--- src/rtl/cpu_pipe_pkg.sv ---
// Shared pipeline constants for the 16-bit CPU: register-address width, forwarding-mux
// encodings and the ALU Y mux encodings, plus the forwarding priority helper.
package cpu_pipe_pkg;

  localparam int REG_AW = 3;

  localparam logic [1:0] FWD_REGFILE = 2'b00;
  localparam logic [1:0] FWD_EXMEM   = 2'b01;
  localparam logic [1:0] FWD_MEMWB   = 2'b10;

  localparam logic ALU_Y_REG = 1'b1;
  localparam logic ALU_Y_IMM = 1'b0;

  // Youngest producer wins: EX/MEM result beats MEM/WB result.
  function automatic logic [1:0] fwd_sel(input logic ex_hit, input logic mem_hit);
    logic [1:0] sel;
    if (ex_hit) begin
      sel = FWD_EXMEM;
    end else if (mem_hit) begin
      sel = FWD_MEMWB;
    end else begin
      sel = FWD_REGFILE;
    end
    return sel;
  endfunction

endpackage

--- src/rtl/fwd_match.sv ---
// Combinational tag comparator: flags when a used source register is produced by a
// valid, writing instruction held in one pipeline stage.
module fwd_match #(
  parameter int REG_AW             = 3,
  parameter bit ZERO_REG_HARDWIRED = 1'b1
) (
  input  logic [REG_AW-1:0] src,
  input  logic              use_src,
  input  logic              t_valid,
  input  logic              t_wr,
  input  logic [REG_AW-1:0] t_rd,
  output logic              hit
);

  logic zero_dest_s;

  assign zero_dest_s = ZERO_REG_HARDWIRED && (t_rd == {REG_AW{1'b0}});
  assign hit         = use_src & t_valid & t_wr & (src == t_rd) & ~zero_dest_s;

endmodule

--- src/rtl/alu_operand_ctrl.sv ---
// EX-stage operand mux controller: tracks EX/MEM/WB destination tags, registers the
// forwarding and ALU Y selects, and raises a one-cycle load-use stall.
// Optional feature macro: ALU_OPERAND_CTRL_PERF_EN adds the saturating stall_count output.
module alu_operand_ctrl #(
  parameter int REG_AW             = cpu_pipe_pkg::REG_AW,
  parameter bit ZERO_REG_HARDWIRED = 1'b1
) (
  input  logic              clk,
  input  logic              rst,
  input  logic              id_valid,
  input  logic [REG_AW-1:0] id_rs,
  input  logic [REG_AW-1:0] id_rt,
  input  logic              id_use_rs,
  input  logic              id_use_rt,
  input  logic              id_use_imm,
  input  logic              id_wr_en,
  input  logic [REG_AW-1:0] id_rd,
  input  logic              id_is_load,
  input  logic              flush,
  output logic              stall,
  output logic [1:0]        ex_fwd_a_sel,
  output logic [1:0]        ex_fwd_b_sel,
  output logic              ex_alu_y_sel
`ifdef ALU_OPERAND_CTRL_PERF_EN
  ,
  output logic [15:0]       stall_count
`endif
);

  import cpu_pipe_pkg::*;

  logic              ex_valid_r;
  logic              ex_wr_r;
  logic              ex_load_r;
  logic [REG_AW-1:0] ex_rd_r;

  // Index 0 is the MEM stage, index 1 the WB stage (WB kept for debug visibility).
  logic              post_valid_r [2];
  logic              post_wr_r    [2];
  logic [REG_AW-1:0] post_rd_r    [2];

  logic       a_ex_hit_s, a_mem_hit_s, b_ex_hit_s, b_mem_hit_s;
  logic       stall_s;
  logic       bubble_s;
  logic [1:0] fwd_a_nxt_s;
  logic [1:0] fwd_b_nxt_s;
  logic       alu_y_nxt_s;

  fwd_match #(.REG_AW(REG_AW), .ZERO_REG_HARDWIRED(ZERO_REG_HARDWIRED)) u_a_ex (
    .src(id_rs), .use_src(id_use_rs), .t_valid(ex_valid_r), .t_wr(ex_wr_r),
    .t_rd(ex_rd_r), .hit(a_ex_hit_s));

  fwd_match #(.REG_AW(REG_AW), .ZERO_REG_HARDWIRED(ZERO_REG_HARDWIRED)) u_a_mem (
    .src(id_rs), .use_src(id_use_rs), .t_valid(post_valid_r[0]), .t_wr(post_wr_r[0]),
    .t_rd(post_rd_r[0]), .hit(a_mem_hit_s));

  fwd_match #(.REG_AW(REG_AW), .ZERO_REG_HARDWIRED(ZERO_REG_HARDWIRED)) u_b_ex (
    .src(id_rt), .use_src(id_use_rt), .t_valid(ex_valid_r), .t_wr(ex_wr_r),
    .t_rd(ex_rd_r), .hit(b_ex_hit_s));

  fwd_match #(.REG_AW(REG_AW), .ZERO_REG_HARDWIRED(ZERO_REG_HARDWIRED)) u_b_mem (
    .src(id_rt), .use_src(id_use_rt), .t_valid(post_valid_r[0]), .t_wr(post_wr_r[0]),
    .t_rd(post_rd_r[0]), .hit(b_mem_hit_s));

  // A load sitting in EX cannot forward yet; flush kills the consumer, so it wins.
  assign stall_s  = id_valid & ex_load_r & (a_ex_hit_s | b_ex_hit_s) & ~flush;
  assign stall    = stall_s;
  assign bubble_s = flush | stall_s | ~id_valid;

  // Next-cycle select values; a bubble drives every select to its idle encoding.
  always_comb begin
    fwd_a_nxt_s = FWD_REGFILE;
    fwd_b_nxt_s = FWD_REGFILE;
    alu_y_nxt_s = ALU_Y_IMM;
    if (bubble_s) begin
      fwd_a_nxt_s = FWD_REGFILE;
      fwd_b_nxt_s = FWD_REGFILE;
      alu_y_nxt_s = ALU_Y_IMM;
    end else begin
      fwd_a_nxt_s = fwd_sel(a_ex_hit_s, a_mem_hit_s);
      fwd_b_nxt_s = fwd_sel(b_ex_hit_s, b_mem_hit_s);
      alu_y_nxt_s = id_use_imm ? ALU_Y_IMM : ALU_Y_REG;
    end
  end

  // Stage tag tracker and registered select outputs.
  always_ff @(posedge clk) begin
    if (rst) begin
      ex_valid_r   <= 1'b0;
      ex_wr_r      <= 1'b0;
      ex_load_r    <= 1'b0;
      ex_rd_r      <= {REG_AW{1'b0}};
      for (int i = 0; i < 2; i++) begin
        post_valid_r[i] <= 1'b0;
        post_wr_r[i]    <= 1'b0;
        post_rd_r[i]    <= {REG_AW{1'b0}};
      end
      ex_fwd_a_sel <= FWD_REGFILE;
      ex_fwd_b_sel <= FWD_REGFILE;
      ex_alu_y_sel <= ALU_Y_IMM;
    end else begin
      post_valid_r[0] <= ex_valid_r;
      post_wr_r[0]    <= ex_wr_r;
      post_rd_r[0]    <= ex_rd_r;
      post_valid_r[1] <= post_valid_r[0];
      post_wr_r[1]    <= post_wr_r[0];
      post_rd_r[1]    <= post_rd_r[0];
      if (bubble_s) begin
        ex_valid_r <= 1'b0;
        ex_wr_r    <= 1'b0;
        ex_load_r  <= 1'b0;
        ex_rd_r    <= {REG_AW{1'b0}};
      end else begin
        ex_valid_r <= 1'b1;
        ex_wr_r    <= id_wr_en;
        ex_load_r  <= id_is_load;
        ex_rd_r    <= id_rd;
      end
      ex_fwd_a_sel <= fwd_a_nxt_s;
      ex_fwd_b_sel <= fwd_b_nxt_s;
      ex_alu_y_sel <= alu_y_nxt_s;
    end
  end

`ifdef ALU_OPERAND_CTRL_PERF_EN
  logic [15:0] stall_cnt_r;

  // Saturating count of real stall cycles.
  always_ff @(posedge clk) begin
    if (rst) begin
      stall_cnt_r <= 16'h0000;
    end else if (stall_s && (stall_cnt_r != 16'hFFFF)) begin
      stall_cnt_r <= stall_cnt_r + 16'h0001;
    end else begin
      stall_cnt_r <= stall_cnt_r;
    end
  end

  assign stall_count = stall_cnt_r;
`endif

endmodule
--- config.mk ---
export PLATFORM = sky130hd
export DESIGN_NAME = alu_operand_ctrl
export DESIGN_NICKNAME = d
export VERILOG_FILES = /design/src/rtl/cpu_pipe_pkg.sv /design/src/rtl/fwd_match.sv /design/src/rtl/alu_operand_ctrl.sv
export SDC_FILE = /design/constraint.sdc
export NUM_CORES = 1
export LEC_CHECK = 0
export CAP_MARGIN = 15
export CORE_ASPECT_RATIO = 1.1
export CORE_MARGIN = 2
export CORE_UTILIZATION = 40
export CTS_CLUSTER_SIZE = 40
export DETAILED_ROUTE_END_ITERATION = 7
export PLACE_DENSITY = 0.76
export SYNTH_ARGS = -nofsm -noshare
export SYNTH_HDL_FRONTEND = slang
export SYNTH_HIERARCHICAL = 1
export SYNTH_SLANG_ARGS = --single-unit
--- constraint.sdc ---
create_clock -name clk -period 2.5 [get_ports clk]
set_input_delay 0.5 -clock clk [delete_from_list [all_inputs] [get_ports clk]]
set_output_delay 0.5 -clock clk [all_outputs]
set_load 0.05 [all_outputs]
# After elaboration in Yosys (flattened, before gate mapping)
# Memory sizes are Yosys's and may differ from the RTL's.
# Index checks and enable logic that the tools add are counted.
# classes
n_eq_ne,4
n_mux,15
bitwise_logic,32
reduce_logical,5
# op_table
cell,n
bitwise AND 1 bit,19
== test 3 bit,4
two-way mux 1 bit,11
OR 1 bit,9
logical NOT 3 bit,2
two-way mux 3 bit,2
OR reduction 3 bit,2
two-way mux 2 bit,2
inverter 1 bit,4
OR reduction 2 bit,1
# word_totals
regBits,11
ram_bits,10
memories,3
# memory_table
name,depth,width,rd,rd_ports_with_merged_regs,write_ports,line,source
post_rd_r,2,3,1,0,2,alu_operand_ctrl.sv:40,logic [REG_AW-1:0] post_rd_r [2];
post_valid_r,2,1,1,0,2,alu_operand_ctrl.sv:38,logic post_valid_r [2];
post_wr_r,2,1,1,0,2,alu_operand_ctrl.sv:39,logic post_wr_r [2];

# Longest topological paths before layout
# Gate-level depths: netlist (run 1).
# depth
ltp_word,10
depth_mapped,5
mapped_depth_nobuf,5

# By module
# The synthesis (run 1) kept the hierarchy.
# by_module_without_submodules
module,n_inst,cells_per_inst,area_each_um2
alu_operand_ctrl,1,38,550.5
fwd_match,4,8,58.8

# Worst setup path after synthesis (run 1)
# No wires, ideal clock.
# synth_path
path_kind,input port to output port
startpoint,in id_rt[2]
endpoint,out stall
arrival_time_ns,2.104
setup_slack_ns,-0.104
path_stages,5
path_cell_list,or3b_1 -> a211o_1 -> a21oi_2 -> o21a_2 -> and3b_1
# synth_via
elab_chain_len,6
# synth_rtl
item,line,source
start: declaration,alu_operand_ctrl.sv:12,"input logic [REG_AW-1:0] id_rt,"
== test 3 bit,fwd_match.sv:18,assign hit = use_src & t_valid & t_wr & (src == t_rd) & ~zero_dest_s;
bitwise AND 1 bit (2 in a row),fwd_match.sv:18,
named net b_ex_hit_s,alu_operand_ctrl.sv:42,"logic a_ex_hit_s, a_mem_hit_s, b_ex_hit_s, b_mem_hit_s;"
OR 1 bit,alu_operand_ctrl.sv:66,assign stall_s = id_valid & ex_load_r & (a_ex_hit_s | b_ex_hit_s) & ~flush;
bitwise AND 1 bit (2 in a row),alu_operand_ctrl.sv:66,
end: declaration,alu_operand_ctrl.sv:20,"output logic stall,"
# The timed path passes the listed nets, and every way through them passes these cells.

# Final worst setup path (run 1)
# layout_path
startpoint,reg ex_rd_r[2]
endpoint,out stall
# layout_via
elab_chain_len,6
elab_cells_between_ends,11
classes_between,eq/ne: 2; bitwise: 8; reduce/logical: 1
# layout_rtl
item,line,source
start: declaration,alu_operand_ctrl.sv:35,logic [REG_AW-1:0] ex_rd_r;
start signal: assignment,alu_operand_ctrl.sv:92,ex_rd_r <= {REG_AW{1'b0}};
start signal: assignment,alu_operand_ctrl.sv:112,ex_rd_r <= {REG_AW{1'b0}};
start signal: assignment,alu_operand_ctrl.sv:117,ex_rd_r <= id_rd;
== test 3 bit or logical NOT 3 bit (tied branches),"fwd_match.sv:18, fwd_match.sv:17",
bitwise AND 1 bit or inverter 1 bit (tied branches),fwd_match.sv:18,
bitwise AND 1 bit (*),fwd_match.sv:18,
named net b_ex_hit_s,alu_operand_ctrl.sv:42,
OR 1 bit (*),alu_operand_ctrl.sv:66,
bitwise AND 1 bit (*) (2 in a row),alu_operand_ctrl.sv:66,
# The timed path passes the listed nets; every way through them passes the cells marked *.

==> flow_summary.yaml, run 1 <==
synth:
  syn_nets: 88
  synthFlopType: "dfxtp_1"
  yosys_warnings: 6
  yosysUniqueCellTypes: 19
  synth-async-reset-ratio_pct: 0
  synth_seq_area_share_pct: 40.8
  yosysMostFrequentCell: "dfxtp_1"
  synth_edf_count: 0
  yosys-top-cells-area: "dfxtp_1, nor3b_2, xnor2_1, and2b_2, a211o_1"
  synthTopCellsByCount: "dfxtp_1, xnor2_1, nor3b_2"
  syn_avg_cell_area_um2: 11.2
  yosysTopAreaCell: "dfxtp_1"
  yosysTopAreaCellShare_pct: 40.8
  synth_area_um2: 786
  synth-seq-cells: 16
  synthCells: 70
grt:
  grt_usage_pct: 16.0
  grt_max_degree: 12
  grt_pass1_vias: 664
  grt_overflow: 0
  grt_pass1_wl_um: 2740
  antenna_found_initial: 0
hold_path:
  hold_path_class: "reg -> reg"
  holdPathEnd: "post_valid_r[0]"
  hp-start: "ex_valid_r"
  hold_depth: 1
placed_design:
  dpl.hpwl_um: 1270
  finalWeightedCongestion: 0.704
  dp.cells: 124
  post-place-ws_ns: -0.189
  io_buffers: 23
setup_path:
  cp-start-kind: "flip-flop"
  timing.rr.start: "ex_rd_r[2]"
  rrSetupSlack_ns: 0.29
  critPathKind: "reg -> out"
  worst_setup_path_end_kind: "output port"
  ff2ff_path_depth: 13
  critPathArrivalTime_ns: 1.93
  crit_path_max_fanout: 4
  cp.required_ns: 2.00
  reg2reg_to: "ex_fwd_b_sel[1]"
clock_tree:
  cts_buffer_depth: 2
  clk_latency_ns: 0.28
  cts_tree: "yes"
  cts_num_sinks: 16
  cts_hold_repair.buffers: 0
  cts.clk_slew.worst_paths_ns: 0.09
  htreeDepth: 1
  cts-buffers-inserted: 3
  cts_root_buf: "clkbuf_4"
final_layout:
  final_cells: 137
  layout.nets: 130
  antenna_cells: 0
  synthToLayoutAreaGrowth_pct: 50.5
  drive_above_1_share_pct: 40.0
drt:
  post-route-drc-count: 0
  drt_iter0_drc: 10
  vias_per_cell: 4.85
  routed_wl_um: 1730
  dr.pass1.iters: 3
  ant_nets: 0
  via_count: 665
  wire_per_inst_um: 12.6
floorplan:
  start_util_pct: 43.1
  core_region_area_um2: 1820
  pin_count: 24
  die_area_um2: 2340
  die_h_um: 50.5
  dieWidth_um: 46.3
  num_rows: 16
run_status:
  outcome: "completed"
timing:
  setup_ws_ns: 0.0686
  slew_viol_final: 0
  tightestPinTransition_ns: 0.506
  relSlewSlack_pct: 66.1
  rsz0062_at_grt: "true"
  min_period_ns: 2.43
  setup_viol: 0
  finalSetupTns_ns: 0
  finClkSkew_ns: 0.00429
  hold_violations: 0
  fin_crit_sh_pct: 97.3
  fin_hold_ws_ns: 0.514
  max_freq_mhz: 411
power:
  power-per-cell-area_nw_per_um2: 386
  power.leakage_nw: 0.412
  ir_drop_v: 0.000296
job:
  drv_cap: 0
==> logic make-up after synthesis <==
| group | share of synthesized area [%] |
|---|---|
| DFF | 40.8 |
| AOI/OAI and AO/OA | 15.4 |
| xor gates and xnor gates | 8.92 |
| buffers and inverters | 2.39 |
| and+or+nand+nor | 32.5 |
==> layer usage <==
layer  share of wire (%)  track usage, %  routed length [um]  vias up
li1                    -               -                   -      336
met1                  43            17.6                 734      315
met2                  54            28.7                 929       12
met3                 3.0            2.52                  51        2
met4                0.69            7.14                  12        0
met5                   0               0                   0        -
==> worst max-delay path, stage by stage, from the launching register on <==
cell and delay, ns:
dfxtp_4 0.36, or3b_1 0.37, a211o_1 0.28, a21oi_2 0.16
o21a_2 0.15, and3b_2 0.20, buf_12 0.14
==> registers in the layout (all words and copies together), names as in the netlist, 2 cells and up <==
| register | flops |
|---|---|
| ex_rd_r | 3 |
| post_rd_r | 3 |
| ex_fwd_b_sel | 2 |
| ex_fwd_a_sel | 2 |
==> where the power goes <==
| group | switching [W] | internal, W |
|---|---|---|
| Clock | 0.0000767 | 0.0000558 |
| Sequential | 0.00000449 | 0.000258 |
| Combinational | 0.0000218 | 0.0000398 |
==> timing repair <==
action,CTS,global route
pin swaps,8,7
setup endpoints to repair,1,1
buffers inserted,5,5
gates resized for setup,8,3
endpoints found under the hold margin,0,0
==> placed cells by master, fill, tap and decap left out <==
cell | netlist | layout
xnor2_1 | 8 | 8
nor3_1 | 1 | 1
and2b_2 | 5 | 5
nor3b_2 | 7 | 7
nand2_1 | 4 | 4
clkbuf_2 | 0 | 1
a211o_1 | 4 | 4
a21oi_2 | 4 | 4
a2111oi_4 | 1 | 1
buf_12 | 0 | 1
or3b_4 | 1 | 1
clkdlybuf4s50_1 | 0 | 20
and3b_2 | 0 | 1
dfxtp_4 | 0 | 2
nor2_1 | 1 | 1
or3b_1 | 4 | 4
buf_2 | 0 | 1
o21a_2 | 1 | 1
nand3_1 | 4 | 4
clkbuf_4 | 0 | 3
a2111oi_2 | 1 | 1
nand4_1 | 4 | 4
dfxtp_1 | 16 | 14
inv_1 | 2 | 2
buf_4 | 0 | 15
==> through the flow <==
| stage | instance area [um2] | power, W | util, % |
|---|---|---|---|
| after global routing | 1180 | 0.000478 | 64.9 |
| after global placement | 1090 | 0.000328 | 59.7 |
| after floorplan | 787 | 0.000292 | - |
| final | 1180 | 0.000456 | 64.9 |
| after detailed placement | 1090 | 0.000331 | 59.7 |
| after CTS | 1140 | 0.000460 | 62.8 |
==> layout make-up <==
cell class              instances  area [um2]
clock buffers                   3        22.5
fillers                       146         639
inverters                       2        7.51
multi-input cells              51         448
flip-flops and latches         16         328
well taps                      27        33.8
repair buffers                 38         343
==> worst max-delay path by stage <==
stage | endpoint | from | slack [ns] | cells past startpoint
after global routing | stall | ex_rd_r[2] | -0.03 | 6
after floorplan | stall | id_rt[2] | 0.01 | 5
after detailed placement | stall | id_rs[2] | -0.19 | 7
after global placement | stall | id_rs[2] | -0.20 | 7
final | stall | ex_rd_r[2] | 0.07 | 6
after CTS | stall | id_rt[2] | 0.01 | 7
(Power assumes the default switching activity.)
==> inputs of run 2 (changes only) <==
--- a/config.mk
+++ b/config.mk
@@ -6,12 +6,14 @@
 export NUM_CORES = 1
 export LEC_CHECK = 0
 export CAP_MARGIN = 15
+export CELL_PAD_IN_SITES_DETAIL_PLACEMENT = 1
+export CELL_PAD_IN_SITES_GLOBAL_PLACEMENT = 1
 export CORE_ASPECT_RATIO = 1.1
 export CORE_MARGIN = 2
-export CORE_UTILIZATION = 40
+export CORE_UTILIZATION = 34
 export CTS_CLUSTER_SIZE = 40
 export DETAILED_ROUTE_END_ITERATION = 7
-export PLACE_DENSITY = 0.76
+export PLACE_DENSITY = 0.82
 export SYNTH_ARGS = -nofsm -noshare
 export SYNTH_HDL_FRONTEND = slang
 export SYNTH_HIERARCHICAL = 1
==> run 2 against run 1 <==
Register-to-register slack better by 0.47 ns. Largest power group unchanged. First-iteration DRC count down 70%. Clock power up 29%. Power up 8.6%. Combinational power down 1%. Sequential power about the same. Non-clock buffer count down 5.
==> flow_summary.yaml, run 2 (same netlist as run 1, synthesis figures left out) <==
power:
  pwr-share-seq_pct: 53.2
  power.leakage_nw: 0.391
  swShare_pct: 22.0
  p_int_w: 0.000386
  p_comb_share_pct: 12.3
  p_clk_share_pct: 34.6
  power-per-cell-area_nw_per_um2: 424
  ir_drop_v: 0.000290
  p_switching_w: 0.000109
clock_tree:
  cts-buffers-inserted: 3
  clk_latency_ns: 0.29
  cts.clk_slew.worst_paths_ns: 0.09
  cts_root_buf: "clkbuf_4"
  cts_hold_repair.buffers: 0
  cts_buffer_depth: 2
  cts_num_sinks: 16
  cts_tree: "yes"
  htreeDepth: 1
drt:
  post-route-drc-count: 0
  via_count: 657
  routed_wl_um: 1890
  ant_nets: 0
  wire_per_inst_um: 13.9
  dr.pass1.iters: 3
  vias_per_cell: 4.83
  drt_iter0_drc: 3
timing:
  setup_viol: 0
  finClkSkew_ns: 0.0126
  rsz0062_at_grt: "true"
  slew_viol_final: 0
  tightestPinTransition_ns: 0.505
  hold_violations: 0
  finalSetupTns_ns: 0
  relSlewSlack_pct: 66.2
  max_freq_mhz: 401
  fin_hold_ws_ns: 0.532
  fin_crit_sh_pct: 99.7
  min_period_ns: 2.49
final_layout:
  final_cell_mix: "clkdlybuf4s50_1, dfxtp_1, buf_4, xnor2_1, nor3b_2"
  reg_top3: "ex_rd_r x3, post_rd_r x3"
  synthToLayoutAreaGrowth_pct: 48.9
  layout_commonest_cell: "clkdlybuf4s50_1"
  drive_above_1_share_pct: 37.7
  layout.nets: 125
  antenna_cells: 0
  nFillCells: 261
  seqCellArea_um2: 328
  multi_input_area_um2: 455
  final_cells: 136
hold_path:
  hold_path_class: "reg -> reg"
floorplan:
  dieWidth_um: 49.8
  pin_count: 24
  die_h_um: 54.4
  start_util_pct: 35.6
  num_rows: 18
  core_region_area_um2: 2210
  die_area_um2: 2710
grt:
  grt_usage_pct: 15.3
  antenna_found_initial: 0
  grt_max_degree: 12
  grt_overflow: 0
  grt_pass1_wl_um: 3060
  grt_pass1_vias: 691
setup_path:
  ff2ff_path_depth: 5
  timing.rr.start: "post_rd_r[0][2]"
  crit_family: "compound AO/OA/AOI/OAI gates"
  crit_path_max_fanout: 7
  crit_end: "stall"
  cp-start-kind: "flip-flop"
  path_cells: "or3b_1 -> a211o_1 -> a21oi_4 -> o21a_2 -> and3b_2 -> buf_12"
  reg2reg_to: "ex_fwd_b_sel[1]"
  max_stage_delay_ns: 0.38
  cp.depth: 6
  crit_start: "ex_rd_r[2]"
  worst_setup_path_end_kind: "output port"
  cp_slowest_cell: "dfxtp_4"
  critPathKind: "reg -> out"
  critPathArrivalTime_ns: 1.99
  crit_buf_inv: 1
  rrSetupSlack_ns: 0.76
  cp.required_ns: 2.00
placed_design:
  dpl.hpwl_um: 1460
  io_buffers: 23
  dp.cells: 127
  finalWeightedCongestion: 0.758
run_status:
  outcome: "completed"
job:
  drv_cap: 0
run 2: changes by cell type in the layout (fill, tap and decap cells not counted):
cell | before | now
buf_4 | 15 | 10
clkbuf_2 | 1 | 0
buf_2 | 1 | 2
clkbuf_8 | 0 | 1
a21oi_2 | 4 | 3
a21oi_4 | 0 | 1
run 2: area by class of cell:
cell class                 instances  share of cell area [%]
tap                               30                    3.21
sequential                        16                    28.0
inverter                           2                   0.642
clock buffer                       4                    3.10
timing repair buffer              33                    26.1
multi-input combinational         51                    38.9
run 2: through the flow:
stage	worst slack [ns]	utilization, %	power [W]	cell area [um2]
6_report	0.00755	53.0	0.000496	1170
5_1_grt	-0.0668	53.0	0.000514	1170
4_1_cts	-0.0338	51.9	0.000500	1140
3_5_place_dp	-0.393	49.4	0.000332	1090
3_3_place_gp	-0.341	49.4	0.000329	1090
2_1_floorplan	0.0147	-	0.000292	787
run 2: how the worst min path moves through the flow:
| stage | slack, ns | end | cells after the start | start |
|---|---|---|---|---|
| 5_1_grt | 0.55 | post_rd_r[0][0] | 1 | ex_rd_r[0] |
| 3_5_place_dp | 0.52 | post_wr_r[0] | 1 | ex_wr_r |
| 4_1_cts | 0.54 | post_wr_r[0] | 1 | ex_wr_r |
| 6_report | 0.53 | post_rd_r[0][0] | 1 | ex_rd_r[0] |
| 3_3_place_gp | 0.50 | post_wr_r[0] | 1 | ex_wr_r |
| 2_1_floorplan | 0.47 | post_valid_r[0] | 1 | ex_valid_r |
run 2: per-layer routing:
| metal | global-route usage (%) | vias up | part of all wire, % |
|---|---|---|---|
| met5 | 0 | - | 0 |
| met4 | 8.33 | 0 | 1.0 |
| met3 | 0.820 | 2 | 1.8 |
| met2 | 30.2 | 13 | 57 |
| met1 | 16.6 | 315 | 40 |
| li1 | - | 327 | - |
run 2: repair_timing:
| action | in CTS | in global routing |
|---|---|---|
| pin swaps | 8 | 5 |
| gates resized for setup | 12 | 1 |
| setup buffers | 2 | 3 |
| endpoints found under the hold margin | 0 | 0 |
| endpoints found under the setup margin | 1 | 1 |
run 2: worst reg2reg max path: stages, from the launching register on:
cell and delay (ns):
dfxtp_1 0.38, or3b_1 0.40, a211o_1 0.28, a21oi_2 0.14, inv_1 0.06, a2111oi_2 0.37
run 2: power by group through the flow:
stage | Clock (W) | Combinational [W] | Sequential (W)
6_report | 0.000171 | 0.0000607 | 0.000264
5_1_grt | 0.000184 | 0.0000654 | 0.000264
4_1_cts | 0.000176 | 0.0000597 | 0.000265
3_5_place_dp | 0 | 0.0000609 | 0.000271
3_3_place_gp | 0 | 0.0000585 | 0.000271
2_1_floorplan | 0 | 0.0000213 | 0.000271
